[src/rtl/key_pkg.sv]
// Shared types and default constants for the key press detector.
// The auto-repeat constants only matter when KEY_REPEAT_EN is defined.
package key_pkg;

    typedef enum logic [1:0] {
        StIdle        = 2'd0,
        StPressWait   = 2'd1,
        StHeld        = 2'd2,
        StReleaseWait = 2'd3
    } key_state_t;

    localparam int unsigned KEY_DEBOUNCE_DEF      = 500000;
    localparam int unsigned KEY_REPEAT_DELAY_DEF  = 25000000;
    localparam int unsigned KEY_REPEAT_PERIOD_DEF = 5000000;

    function automatic int unsigned key_max(input int unsigned a, input int unsigned b);
        return (a > b) ? a : b;
    endfunction

endpackage

[src/rtl/key_timer.sv]
// Clear/increment counter with a terminal compare against a supplied limit.
// Clear wins over increment; the owner guarantees it never counts past the limit.
module key_timer #(
    parameter int unsigned WIDTH = 8
) (
    input  logic             i_clk,
    input  logic             i_rst,
    input  logic             i_clr,
    input  logic             i_inc,
    input  logic [WIDTH-1:0] i_limit,
    output logic             o_term
);

    logic [WIDTH-1:0] r_count;

    always_ff @(posedge i_clk) begin
        if (i_rst || i_clr) begin
            r_count <= '0;
        end else if (i_inc) begin
            r_count <= r_count + WIDTH'(1);
        end
    end

    assign o_term = (r_count == i_limit);

endmodule

[src/rtl/key_press_detect.sv]
// Debounced key press detector: one-cycle Press per accepted press, Held while down.
// Define KEY_REPEAT_EN to add auto-repeat Press pulses while the key stays held.
module key_press_detect
    import key_pkg::*;
#(
    parameter int unsigned DEBOUNCE_CYCLES = KEY_DEBOUNCE_DEF,
    parameter int unsigned REPEAT_DELAY    = KEY_REPEAT_DELAY_DEF,
    parameter int unsigned REPEAT_PERIOD   = KEY_REPEAT_PERIOD_DEF
) (
    input  logic Clock,
    input  logic Reset,
    input  logic Key,
    output logic Press,
    output logic Held
);

    localparam int unsigned    DEB_W     = $clog2(DEBOUNCE_CYCLES + 1);
    localparam logic [DEB_W-1:0] DEB_LIMIT = DEB_W'(DEBOUNCE_CYCLES - 1);

    key_state_t r_state;
    logic       r_press;
    logic       r_held;

    logic w_deb_term;
    logic w_deb_inc;
    logic w_deb_clr;
    logic w_rep_fire;

    // Debounce counter only advances while the key agrees with the pending transition.
    assign w_deb_inc = ((r_state == StPressWait)   &&  Key && !w_deb_term) ||
                       ((r_state == StReleaseWait) && !Key && !w_deb_term);
    assign w_deb_clr = !w_deb_inc;

    key_timer #(
        .WIDTH (DEB_W)
    ) u_deb_timer (
        .i_clk   (Clock),
        .i_rst   (Reset),
        .i_clr   (w_deb_clr),
        .i_inc   (w_deb_inc),
        .i_limit (DEB_LIMIT),
        .o_term  (w_deb_term)
    );

`ifdef KEY_REPEAT_EN
    localparam int unsigned      REP_W      = $clog2(key_max(REPEAT_DELAY, REPEAT_PERIOD) + 1);
    localparam logic [REP_W-1:0] REP_DELAY  = REP_W'(REPEAT_DELAY - 1);
    localparam logic [REP_W-1:0] REP_PERIOD = REP_W'(REPEAT_PERIOD - 1);

    logic             r_rep_phase;
    logic             w_rep_term;
    logic             w_rep_inc;
    logic             w_rep_clr;
    logic [REP_W-1:0] w_rep_limit;

    // Phase 0 waits out the initial delay, phase 1 paces later repeats.
    assign w_rep_limit = r_rep_phase ? REP_PERIOD : REP_DELAY;
    assign w_rep_fire  = (r_state == StHeld) && Key &&  w_rep_term;
    assign w_rep_inc   = (r_state == StHeld) && Key && !w_rep_term;
    assign w_rep_clr   = !w_rep_inc;

    key_timer #(
        .WIDTH (REP_W)
    ) u_rep_timer (
        .i_clk   (Clock),
        .i_rst   (Reset),
        .i_clr   (w_rep_clr),
        .i_inc   (w_rep_inc),
        .i_limit (w_rep_limit),
        .o_term  (w_rep_term)
    );

    always_ff @(posedge Clock) begin
        if (Reset) begin
            r_rep_phase <= 1'b0;
        end else if ((r_state != StHeld) || !Key) begin
            r_rep_phase <= 1'b0;
        end else if (w_rep_fire) begin
            r_rep_phase <= 1'b1;
        end
    end
`else
    assign w_rep_fire = 1'b0;
`endif

    always_ff @(posedge Clock) begin
        if (Reset) begin
            r_state <= StIdle;
            r_press <= 1'b0;
            r_held  <= 1'b0;
        end else begin
            r_press <= 1'b0;
            case (r_state)
                StIdle: begin
                    if (Key) begin
                        r_state <= StPressWait;
                    end
                end
                StPressWait: begin
                    if (!Key) begin
                        r_state <= StIdle;
                    end else if (w_deb_term) begin
                        r_state <= StHeld;
                        r_press <= 1'b1;
                        r_held  <= 1'b1;
                    end
                end
                StHeld: begin
                    if (!Key) begin
                        r_state <= StReleaseWait;
                    end else begin
                        r_press <= w_rep_fire;
                    end
                end
                StReleaseWait: begin
                    if (Key) begin
                        r_state <= StHeld;
                    end else if (w_deb_term) begin
                        r_state <= StIdle;
                        r_held  <= 1'b0;
                    end
                end
                default: begin
                    r_state <= StIdle;
                    r_held  <= 1'b0;
                end
            endcase
        end
    end

    assign Press = r_press;
    assign Held  = r_held;

endmodule

[config.mk]
export PLATFORM = sky130hd
export DESIGN_NAME = key_press_detect
export DESIGN_NICKNAME = d
export VERILOG_FILES = /design/src/rtl/key_pkg.sv /design/src/rtl/key_timer.sv /design/src/rtl/key_press_detect.sv
export SDC_FILE = /design/constraint.sdc
export NUM_CORES = 1
export LEC_CHECK = 0
export BUFFER_PORTS_ARGS = -buffer_cell sky130_fd_sc_hd__buf_2
export CAP_MARGIN = 20
export CORE_MARGIN = 2
export CORE_UTILIZATION = 60
export CTS_BUF_LIST = sky130_fd_sc_hd__clkbuf_4
export CTS_CLUSTER_SIZE = 8
export DETAILED_ROUTE_END_ITERATION = 8
export GPL_TIMING_DRIVEN = 0
export PLACE_DENSITY = 0.86
export SLEW_MARGIN = 25
export SYNTH_ARGS = -nofsm -noshare
export SYNTH_HDL_FRONTEND = slang
export SYNTH_HIERARCHICAL = 1
export SYNTH_SLANG_ARGS = --single-unit
export TNS_END_PERCENT = 50
[constraint.sdc]
create_clock -name Clock -period 6.6 [get_ports Clock]
set_input_delay 1.32 -clock Clock [delete_from_list [all_inputs] [get_ports Clock]]
set_output_delay 1.32 -clock Clock [all_outputs]
set_load 0.05 [all_outputs]
Word level (Yosys, flattened, before mapping). Index checks and enable logic that the tools add are counted.

Register bits after elaboration: 23. Input bits: 3. Output and inout port bits: 2. Logic and storage cells: 46.

Add/sub/neg operators: 1. Equal/unequal tests: 12. Multiplexer cells: 13. Bitwise logic cells: 2. Reductions and logical operators: 14.

Operators by type and width (count): $add A19 B1 Y19 const B (1); $eq A19 B19 Y1 const B (1); $mux W2 (6); $ne A2 B2 Y1 const B (6); $pmux W2 S4 (1); $ne A3 B3 Y1 const B (2); $mux W1 (5); $reduce_and A5 Y1 (1); $eq A2 B2 Y1 const B (2); $logic_and A1 B1 Y1 (4); $reduce_and A4 Y1 (1); $logic_not A1 Y1 (3); $reduce_or A3 Y1 (1); $eq A2 B1 Y1 const B (1); $logic_not A2 Y1 (1); $logic_or A1 B1 Y1 (2); $not A1 Y1 (2); $pmux W1 S2 (1); $reduce_bool A2 Y1 (1).

Logic depth before layout (Yosys ltp). Gate-level depths: netlist of run 1.

Word-level depth: 6. Gate-level depth with buffers: 11.

By module. The synthesis of run 1 kept the hierarchy.

Modules (own cells, without submodules): key_timer (times used 1, cells each 128, area an instance 1088.5 um^2, sequential area each 380.4 um^2); key_press_detect (times used 1, cells each 19, area an instance 178.9 um^2, sequential area each 80.1 um^2).

Least setup slack after synthesis of run 1. No wires, ideal clock.

Path kind: input port to flip-flop. Start: input port Key. End: register u_deb_timer.r_count[13]. Setup time: 0.070 ns. Arrival: 2.956 ns. Data required time: 6.530 ns. Setup slack: 3.573 ns. Stages on the path: 7. Cells stage by stage: xnor2_1 nor3b_1 buf_2 nand4_4 or4_4 or3_1 a21oi_1.

Cells in the longest elaborated chain, start to end: 6. Elaborated cells on any way between the ends: 8.

RTL lines: start: declaration (line key_press_detect.sv:12) `input logic Key,`; $logic_not A1 Y1; $logic_and A1 B1 Y1 (2 in a row) (line key_press_detect.sv:31) `((r_state == StReleaseWait) && !Key && !w_deb_term);`; $logic_or A1 B1 Y1 (*) (line key_press_detect.sv:30) `assign w_deb_inc = ((r_state == StPressWait) && Key && !w_deb_term) ||`; named net w_deb_inc (line key_press_detect.sv:25) `logic w_deb_inc;`; $logic_not A1 Y1 (line key_press_detect.sv:32) `assign w_deb_clr = !w_deb_inc;`; $logic_or A1 B1 Y1 (line key_timer.sv:17) `if (i_rst || i_clr) begin`; end signal: assignment (line key_timer.sv:20) `r_count <= r_count + WIDTH'(1);`; end: declaration (line key_timer.sv:14) `logic [WIDTH-1:0] r_count;`.

Mark *: on every way through the listed nets, which the timed path passes. The rest lies on a longest branch. A chain may end at the register's enable or synchronous reset.

Worst setup path in the final report of run 1.
Start: register u_deb_timer.r_count[10]. End: register u_deb_timer.r_count[6].

Cells in the longest elaborated chain, start to end: 6. Elaborated cells on any way between the ends: 7.

RTL lines: $eq A19 B19 Y1 (*) (line key_timer.sv:24) `assign o_term = (r_count == i_limit);`; named net w_deb_term (line key_press_detect.sv:24) `logic w_deb_term;`; $logic_not A1 Y1 (*) (line key_press_detect.sv:30, key_press_detect.sv:31); $logic_and A1 B1 Y1 (on tied branches) (line key_press_detect.sv:30, key_press_detect.sv:31); $logic_or A1 B1 Y1 (*) (line key_press_detect.sv:30); $logic_not A1 Y1 (*) (line key_press_detect.sv:32); named net w_deb_clr (line key_press_detect.sv:26) `logic w_deb_clr;`; $logic_or A1 B1 Y1 (*) (line key_timer.sv:17).

Marked as above.

==> run summary, run 1 <==
status: complete, no violations
PortBufs: 4
critical path endpoint category: flip-flop
full die area: 0.00250 mm2
PnR worst setup slack: 3.37 ns
Syn Area/Cell: 8.62 um2
DRC: 0
post-CTS sizing: 0
pwr/cell area: 161 mW/mm2
cts hold-fix bufs: 0
dominant synthesized flop cell: dfxtp_1
clock-pin slew on the worst setup and hold paths: 0.13 ns
P_leak: 0.582 nW
Fmax: 309 MHz
DR WL/cell: 11.7 um
final period utilization: 49.0%
drt total wl: 2330 um
area leader, netlist: dfxtp_1
row cnt: 16
post-route ant nets: 0
minimum clock period: 3.23 ns
DRT Pass-1 Iters: 4
unrepaired setup endpoints after global routing: false
Worst Skew: 0.00217 ns
CTS H-tree lvls: 1
Fin. Hold Viols: 0
worst rel slew slack: 40.4%
Synth Area in Adders: 0.987%
Starting DRT DRC Count: 18
GRT Util Overall: 20.8%
count leader, synth: xor2_1
antenna cell count: 0
average vias per placed instance: 5.32
DP HPWL: 1720 um
layout cell share with drive strength beyond 1: 10.5%
Num CTS Buffers: 3
post-route setup TNS: 0 ns
post-synthesis xor/xnor area fraction: 20.7%
largest net degree at the start of global routing: 14
Overflow after GRT: 0
postcts setup bufs: 0
Post-synth top cells: xor2_1 (24), dfxtp_1 (23), nor2_1 (16)
max-slew violation count: 0
Mapped Cells: 147
initial core utilization: 64.0%
largest family of logic cells by synthesized area: simple AND/OR/NAND/NOR gates
CTS max path bufs: 2
first-pass GRT wire length: 3970 um
Syn-to-layout area delta: 11.5%
max capacitance violation total: 0
Fill cells: 143
Crit Path Max Fanout: 10
die width: 50.0 um
initial antenna violation count: 0
Nets: 177
sequential cell area: 460 um2
vias in the first global route: 937
Hold Slack: 0.505 ns
Cell Area, Synth: 0.00127 mm2
footprint of the multi-input gates: 831 um2
Synth Area in Compound Gates: 10.6%
via count: 1,059
Util after Layout: 71.3%
top cell type's share of synthesized area: 36.3%
Post-synth EDFFs: 0
dpl ws: 3.30 ns
HP Class: flip-flop to flip-flop
area of the core: 0.00198 mm2
synth unique cells: 37
Die Y: 50.0 um
Sinks on Clock Net: 23
Worst Tran Pin Value: 0.886 ns
worst endpoint required time: 6.80 ns
Arr. time, crit path: 3.43 ns
Top Ports: 5
routability cong.: 0.821
final setup violation count: 0
worst vdd ir: 113 uV
CTS tree: yes
dominant cells by area after synthesis: dfxtp_1 (36%), xor2_1 (17%), nor2_1 (4.7%), xnor2_1 (4.1%), nor4_1 (3.5%)
synthesis-stage register bit count: 23
Ys Warns: 6
Setup crit start kind: flip-flop
CP Class: flip-flop to flip-flop
Simple-Gate Fraction of Synth Area: 26.9%
multiplexer area fraction after synthesis: 0.790%
CTS Root Cell: clkbuf_4
clock latency on the worst-skew pair: 0.31 ns
register area share after synthesis: 36.3%
async set-or-reset flop fraction in the synthesized netlist: 0%
power by group:
group,total (mW),internal [mW],switching [mW],leakage [nW]
clock,0.0660,0.0227,0.0434,0.0177
sequential,0.142,0.140,0.00122,0.186
combinational,0.0192,0.00652,0.0127,0.379
layer usage:
metal / routed length (um) / track usage (%)
met1: 1180 / 27.3
met2: 1070 / 33.8
met3: 54 / 2.73
met4: 29 / 9.72
met5: 0 / 0
layout by cell type (no fill, tap or decap), types with 4 or more instances in the layout:
cell     instances
dfxtp_1         23
xor2_1          24
a21oi_1          7
buf_2            5
conb_1          19
xnor2_1          6
or3_1            4
nand2_1         10
o21ai_0          5
inv_1            4
nor2_1          16
nor4_1           7
worst max-delay path: stages (launching register included):
cell	delay, ns
dfxtp_1	0.32
clkbuf_1	0.18
xor2_1	0.19
nor4_1	0.33
nand4_1	0.14
nor4_1	0.69
or3b_1	0.25
or2_2	0.11
clkbuf_1	0.38
buf_1	0.42
nor2_1	0.10
metrics by stage:
stage / instance area, um2 / power, mW / std cells
after global routing: 1410 / 0.238 / 199
after CTS: 1410 / 0.230 / 199
final: 1410 / 0.227 / 199
after global placement: 1390 / 0.163 / 195
after floorplan: 1330 / 0.159 / 164
after detailed placement: 1390 / 0.163 / 195
state kept, by name (all words and copies together), names as in the netlist, named ones only:
register,flops
r_state,1
Press,1
Held,1
u_deb_timer/r_count,19
final timing paths:
kind / from / end / slack, ns / cells past startpoint
worst min-delay path: Held$_SDFFE_PP0P_ / Held$_SDFFE_PP0P_ / 0.50 / 2
worst max-delay path: u_deb_timer/r_count[10]$_SDFFE_PP0P_ / u_deb_timer/r_count[6]$_SDFFE_PP0P_ / 3.37 / 10
worst min register to register: Held$_SDFFE_PP0P_ / Held$_SDFFE_PP0P_ / 0.50 / 2
worst max register to register: u_deb_timer/r_count[10]$_SDFFE_PP0P_ / u_deb_timer/r_count[6]$_SDFFE_PP0P_ / 3.37 / 10
layout make-up:
cell class	count	area share (%)
well taps	27	2.39
multi-input cells	131	58.8
plain buffers	6	1.77
flip-flops and latches	23	32.6
clock buffers	3	1.59
clock inverters	1	0.354
inverters	4	1.06
repair buffers	4	1.42
cell families after synthesis:
kind of cell,after synthesis
buf+inv,10
other cells,2
compound gates,21
xor+xnor,30
fa+ha+maj,1
simple gates,59
mux,1
flops,23
Note: power is estimated with default switching activity, not from simulation.
==> inputs of run 2 (changes only) <==
--- a/config.mk
+++ b/config.mk
@@ -8,12 +8,12 @@
 export BUFFER_PORTS_ARGS = -buffer_cell sky130_fd_sc_hd__buf_2
 export CAP_MARGIN = 20
 export CORE_MARGIN = 2
-export CORE_UTILIZATION = 60
+export CORE_UTILIZATION = 57
 export CTS_BUF_LIST = sky130_fd_sc_hd__clkbuf_4
 export CTS_CLUSTER_SIZE = 8
 export DETAILED_ROUTE_END_ITERATION = 8
 export GPL_TIMING_DRIVEN = 0
-export PLACE_DENSITY = 0.86
+export PLACE_DENSITY = 0.85
 export SLEW_MARGIN = 25
 export SYNTH_ARGS = -nofsm -noshare
 export SYNTH_HDL_FRONTEND = slang
==> constraint.sdc (replaced) <==
create_clock -name Clock -period 2.7 [get_ports Clock]
set_input_delay 0.54 -clock Clock [delete_from_list [all_inputs] [get_ports Clock]]
set_output_delay 0.54 -clock Clock [all_outputs]
set_load 0.05 [all_outputs]
==> run 2 against run 1 <==
Net effect: sequential share of layout area down 0.25 points; power up 150%; sequential power rose by 140%; flip-flop and latch count stayed put; non-clock buffer count decreased by 3; clock power rose by 150%; combinational power grew to 2.6 times the previous value; highest routed layer unchanged; via count up 2.2%.
==> run summary, run 2 (synthesized netlist as in run 1, its figures left out) <==
status: complete, no violations
post-route ant nets: 0
placed insts: 196
layout cell share with drive strength beyond 1: 14.8%
P_leak: 0.586 nW
die width: 51.2 um
CTS max path bufs: 2
unrepaired setup endpoints after global routing: false
RR Startpoint: u_deb_timer/r_count[15]$_SDFFE_PP0P_
final setup violation count: 0
worst vdd ir: 290 uV
initial core utilization: 59.0%
Fmax: 387 MHz
drt total wl: 2600 um
via count: 1,082
most frequent cells in the layout: xor2_1 (24), dfxtp_1 (20), conb_1 (19)
Setup crit start kind: flip-flop
min-delay src: Reset
Hold Crit Depth: 2
CTS Root Cell: clkbuf_4
antenna cell count: 0
DP HPWL: 1810 um
PnR worst setup slack: 0.114 ns
cts hold-fix bufs: 0
GRT Util Overall: 22.1%
Crit. path cell count: 10
CTS tree: yes
slack of the worst reg-to-reg path: 0.11 ns
Worst Skew: 0.00803 ns
DRC: 0
PortBufs: 4
clock-pin slew on the worst setup and hold paths: 0.13 ns
Sinks on Clock Net: 23
routability cong.: 0.799
Top Ports: 5
pwr/cell area: 390 mW/mm2
dpl ws: -0.510 ns
Overflow after GRT: 0
vias in the first global route: 1,022
Hold Slack: 0.443 ns
max FFs per register: 19
minimum clock period: 2.59 ns
critical path endpoint category: flip-flop
worst endpoint required time: 2.97 ns
critical path's slowest cell: or4_4
CTS H-tree lvls: 1
Fin. Hold Viols: 0
Nets: 174
commonest non-fill, non-tap cell in the layout: xor2_1
area of the core: 0.00215 mm2
initial antenna violation count: 0
R2R cell count: 10
DR WL/cell: 13.2 um
Crit path max-delay family: simple AND/OR/NAND/NOR gates
RR Endpoint: u_deb_timer/r_count[12]$_SDFFE_PP0P_
Arr. time, crit path: 2.85 ns
CP Cell Sequence: xor2_1 > nor4_1 > nand4_1 > nor4_4 > nor3b_1 > buf_4 > nand4_4 > or4_4 > or3_1 > a21oi_1
Starting DRT DRC Count: 18
Die Y: 51.2 um
Slowest Stage Delay on Critical Path: 0.56 ns
HP Class: input port to flip-flop
average vias per placed instance: 5.49
CP Class: flip-flop to flip-flop
full die area: 0.00262 mm2
non-filler cells, final: 197
Most flops, register: u_deb_timer/r_count
Buf/Inv on CP: 1
first-pass GRT wire length: 4260 um
max-slew violation count: 0
Crit Path Max Fanout: 10
row cnt: 17
Syn-to-layout area delta: 13.2%
largest net degree at the start of global routing: 14
DRT Pass-1 Iters: 4
Num CTS Buffers: 3
final period utilization: 95.8%
max capacitance violation total: 0
clock latency on the worst-skew pair: 0.32 ns
Util after Layout: 66.8%
## run 2: through the flow
step | setup TNS (ns) | instance area (um2) | total power, mW
after detailed placement | -6.08 | 1390 | 0.400
after global routing | 0 | 1440 | 0.580
after global placement | -4.85 | 1390 | 0.398
after CTS | 0 | 1420 | 0.563
final | 0 | 1440 | 0.559
after floorplan | 0 | 1330 | 0.390
## run 2: worst max-delay path by stage
stage                                    startpoint                              endpoint  slack (ns)
6_report       u_deb_timer/r_count[15]$_SDFFE_PP0P_  u_deb_timer/r_count[12]$_SDFFE_PP0P_        0.11
5_1_grt         u_deb_timer/r_count[2]$_SDFFE_PP0P_  u_deb_timer/r_count[12]$_SDFFE_PP0P_       0.007
4_1_cts        u_deb_timer/r_count[14]$_SDFFE_PP0P_  u_deb_timer/r_count[13]$_SDFFE_PP0P_        0.02
3_5_place_dp   u_deb_timer/r_count[10]$_SDFFE_PP0P_   u_deb_timer/r_count[3]$_SDFFE_PP0P_       -0.51
3_3_place_gp   u_deb_timer/r_count[10]$_SDFFE_PP0P_   u_deb_timer/r_count[6]$_SDFFE_PP0P_       -0.43
2_1_floorplan  u_deb_timer/r_count[10]$_SDFFE_PP0P_   u_deb_timer/r_count[0]$_SDFFE_PP0P_        0.15
## run 2: power breakdown
group | leakage, nW | switching [mW] | internal, mW
Sequential | 0.187 | 0.00338 | 0.343
Clock | 0.0177 | 0.108 | 0.0556
Combinational | 0.381 | 0.0335 | 0.0164
Total | 0.586 | 0.144 | 0.415
## run 2: per-layer routing
metal	vias up	wire [um]	GRT usage, %
met5	-	0	0
met4	0	53	12.2
met3	5	92	3.51
met2	22	1340	38.1
met1	513	1110	26.1
li1	542	-	-
## run 2: area by class of cell
cell class,count,area [um2]
Buffer,3,17.5
Clock buffer,3,22.5
Multi-Input combinational cell,131,856
Sequential cell,23,464
Tap cell,28,35.0
Inverter,4,15.0
Clock inverter,1,5.00
Fill cell,179,713
Timing Repair Buffer,4,20.0
## run 2: repair_timing
item | 4_1_cts | 5_1_grt
pin swaps | 0 | 2
hold endpoints to repair | 0 | 0
endpoints found under the setup margin | 19 | 17
buffers inserted | 0 | 0
gates resized for setup | 4 | 6
==> inputs of run 3 (changes only) <==
--- a/config.mk
+++ b/config.mk
@@ -8,7 +8,7 @@
 export BUFFER_PORTS_ARGS = -buffer_cell sky130_fd_sc_hd__buf_2
 export CAP_MARGIN = 20
 export CORE_MARGIN = 2
-export CORE_UTILIZATION = 57
+export CORE_UTILIZATION = 56
 export CTS_BUF_LIST = sky130_fd_sc_hd__clkbuf_4
 export CTS_CLUSTER_SIZE = 8
 export DETAILED_ROUTE_END_ITERATION = 8
@@ -17,6 +17,5 @@
 export SLEW_MARGIN = 25
 export SYNTH_ARGS = -nofsm -noshare
 export SYNTH_HDL_FRONTEND = slang
-export SYNTH_HIERARCHICAL = 1
 export SYNTH_SLANG_ARGS = --single-unit
 export TNS_END_PERCENT = 50
==> run 3 against run 2 <==
Net effect: hold slack got worse by 0.013 ns; register-to-register slack gained 0.69 ns; setup slack better by 0.69 ns; largest power group unchanged.
==> run summary, run 3 <==
max-slew violation count: 0
Most flops, register: u_deb_timer.r_count
routability cong.: 0.807
Fill cells: 149
Fmax: 528 MHz
Die Y: 47.1 um
cts hold-fix bufs: 0
area of the core: 0.00175 mm2
DP HPWL: 1390 um
commonest non-fill, non-tap cell in the layout: dfxtp_1
Post-synth top cells: dfxtp_1 (23), nor2_1 (14), nand3_1 (9)
non-filler cells, final: 152
CTS H-tree lvls: 1
worst rel slew slack: 72.1%
initial antenna violation count: 0
Worst Tran Pin Value: 0.415 ns
GRT Util Overall: 20.3%
largest net degree at the start of global routing: 14
DRC: 0
via count: 867
Crit Path Max Fanout: 4
Nets: 132
CP Class: flip-flop to flip-flop
P_leak: 0.355 nW
synth unique cells: 31
Mapped Cells: 119
Setup crit start kind: flip-flop
clock latency on the worst-skew pair: 0.30 ns
Overflow after GRT: 0
postcts setup bufs: 0
die width: 47.1 um
final setup violation count: 0
Top Ports: 5
Sinks on Clock Net: 23
Syn-to-layout area delta: 7.58%
clock-pin slew on the worst setup and hold paths: 0.12 ns
synthesis-stage register bit count: 23
register area share after synthesis: 44.3%
Slowest Stage Delay on Critical Path: 0.46 ns
minimum clock period: 1.89 ns
area leader, netlist: dfxtp_1
max FFs per register: 19
Post-synth EDFFs: 0
unrepaired setup endpoints after global routing: false
Worst Skew: 0.00757 ns
antenna cell count: 0
Syn Area/Cell: 8.74 um2
critical path's slowest cell: or4_1
max capacitance violation total: 0
CTS max path bufs: 2
most frequent cells in the layout: dfxtp_1 (23), nor2_1 (14), nand3_1 (9)
worst vdd ir: 264 uV
DR WL/cell: 12.5 um
HP Class: input port to flip-flop
placed insts: 148
CP Cell Sequence: ha_1 > nand4_2 > or3_4 > or4_1 > a31oi_1
PortBufs: 4
dominant cells by area after synthesis: dfxtp_1 (44%), xor2_1 (6.7%), nor2_1 (5.1%), nand3_1 (4.3%), a21oi_1 (3.4%)
full die area: 0.00222 mm2
Starting DRT DRC Count: 12
top cell type's share of synthesized area: 44.3%
vias in the first global route: 805
async set-or-reset flop fraction in the synthesized netlist: 0%
count leader, synth: dfxtp_1
post-route ant nets: 0
average vias per placed instance: 5.70
Fin. Hold Viols: 0
dominant synthesized flop cell: dfxtp_1
post-route setup TNS: 0 ns
worst endpoint required time: 2.94 ns
initial core utilization: 59.6%
drt total wl: 1890 um
layout cell share with drive strength beyond 1: 11.0%
status: complete, no violations
first-pass GRT wire length: 3130 um
row cnt: 15
CTS Root Cell: clkbuf_4
post-CTS sizing: 0
final period utilization: 70.1%
Num CTS Buffers: 3
Mapped Nets: 123
CTS tree: yes
DRT Pass-1 Iters: 4
Ys Warns: 0
critical path endpoint category: flip-flop
Cell Area, Synth: 0.00104 mm2
Arr. time, crit path: 2.14 ns
pwr/cell area: 457 mW/mm2
## run 3: cell count changes in the layout (fill, tap and decap cells not counted), moves of 3 or more
cell / delta
o31ai_1: +3
nor4_1: -3
xor2_1: -16
dfxtp_2: -3
or4_1: +4
nand2_1: -5
dfxtp_1: +3
conb_1: -19
nand3_1: +6
## run 3: area by class of cell
class / count / area, um2 / share of cell area (%)
Timing Repair Buffer: 4 / 20.0 / 1.79
Tap cell: 25 / 31.3 / 2.80
Multi-Input combinational cell: 89 / 551 / 49.2
Clock inverter: 1 / 5.00 / 0.447
Sequential cell: 23 / 460 / 41.2
Clock buffer: 3 / 22.5 / 2.01
Buffer: 3 / 13.8 / 1.23
Inverter: 4 / 15.0 / 1.34
## run 3: power breakdown
| part | internal [mW] | switching, mW |
|---|---|---|
| Clock | 0.0553 | 0.0953 |
| Sequential | 0.342 | 0.00157 |
| Combinational | 0.00533 | 0.0121 |
## run 3: final timing paths
check,slack [ns],to,depth (start not counted),start
max,0.81,Held$_SDFFE_PP0P_,5,u_deb_timer.r_count[0]$_SDFFE_PP0P_
max reg2reg,0.81,Held$_SDFFE_PP0P_,5,u_deb_timer.r_count[0]$_SDFFE_PP0P_
min reg2reg,0.46,u_deb_timer.r_count[0]$_SDFFE_PP0P_,1,u_deb_timer.r_count[0]$_SDFFE_PP0P_
min,0.43,Held$_SDFFE_PP0P_,2,Reset
## run 3: through the flow
| stage | cell area, um2 | hold WS [ns] | power (mW) | utilization (%) | setup slack [ns] |
|---|---|---|---|---|---|
| after global routing | 1120 | 0.420 | 0.535 | 64.1 | 0.735 |
| after CTS | 1120 | 0.421 | 0.522 | 64.1 | 0.790 |
| final | 1120 | 0.430 | 0.511 | 64.1 | 0.808 |
| after floorplan | 1040 | 0.418 | 0.363 | - | 0.957 |
| after detailed placement | 1090 | 0.447 | 0.369 | 62.5 | 0.818 |
| after global placement | 1090 | 0.432 | 0.368 | 62.5 | 0.858 |
## run 3: critical path, delay by kind of cell, from the launching register on
| kind | cells | cell delay [ns] |
|---|---|---|
| adder cells (fa/ha/maj) | 1 | 0.25 |
| AO/OA/AOI/OAI | 1 | 0.17 |
| AND/OR/NAND/NOR | 3 | 1.05 |
| flip-flops | 1 | 0.37 |
## run 3: cell families after synthesis
kind of cell | share of synthesized area [%]
AND/OR/NAND/NOR | 31.9
flip-flops | 44.3
AO/OA/AOI/OAI | 9.75
XOR/XNOR | 10.1
buffers and inverters | 2.77
adder cells (fa/ha/maj) | 1.20
## run 3: per-layer routing
layer  global-route usage [%]  wire length [um]  vias up
li1                         -                 -      446
met1                     22.5               851      412
met2                     36.7               995        7
met3                     3.46                31        2
met4                     10.6                15        0
met5                        0                 0        -
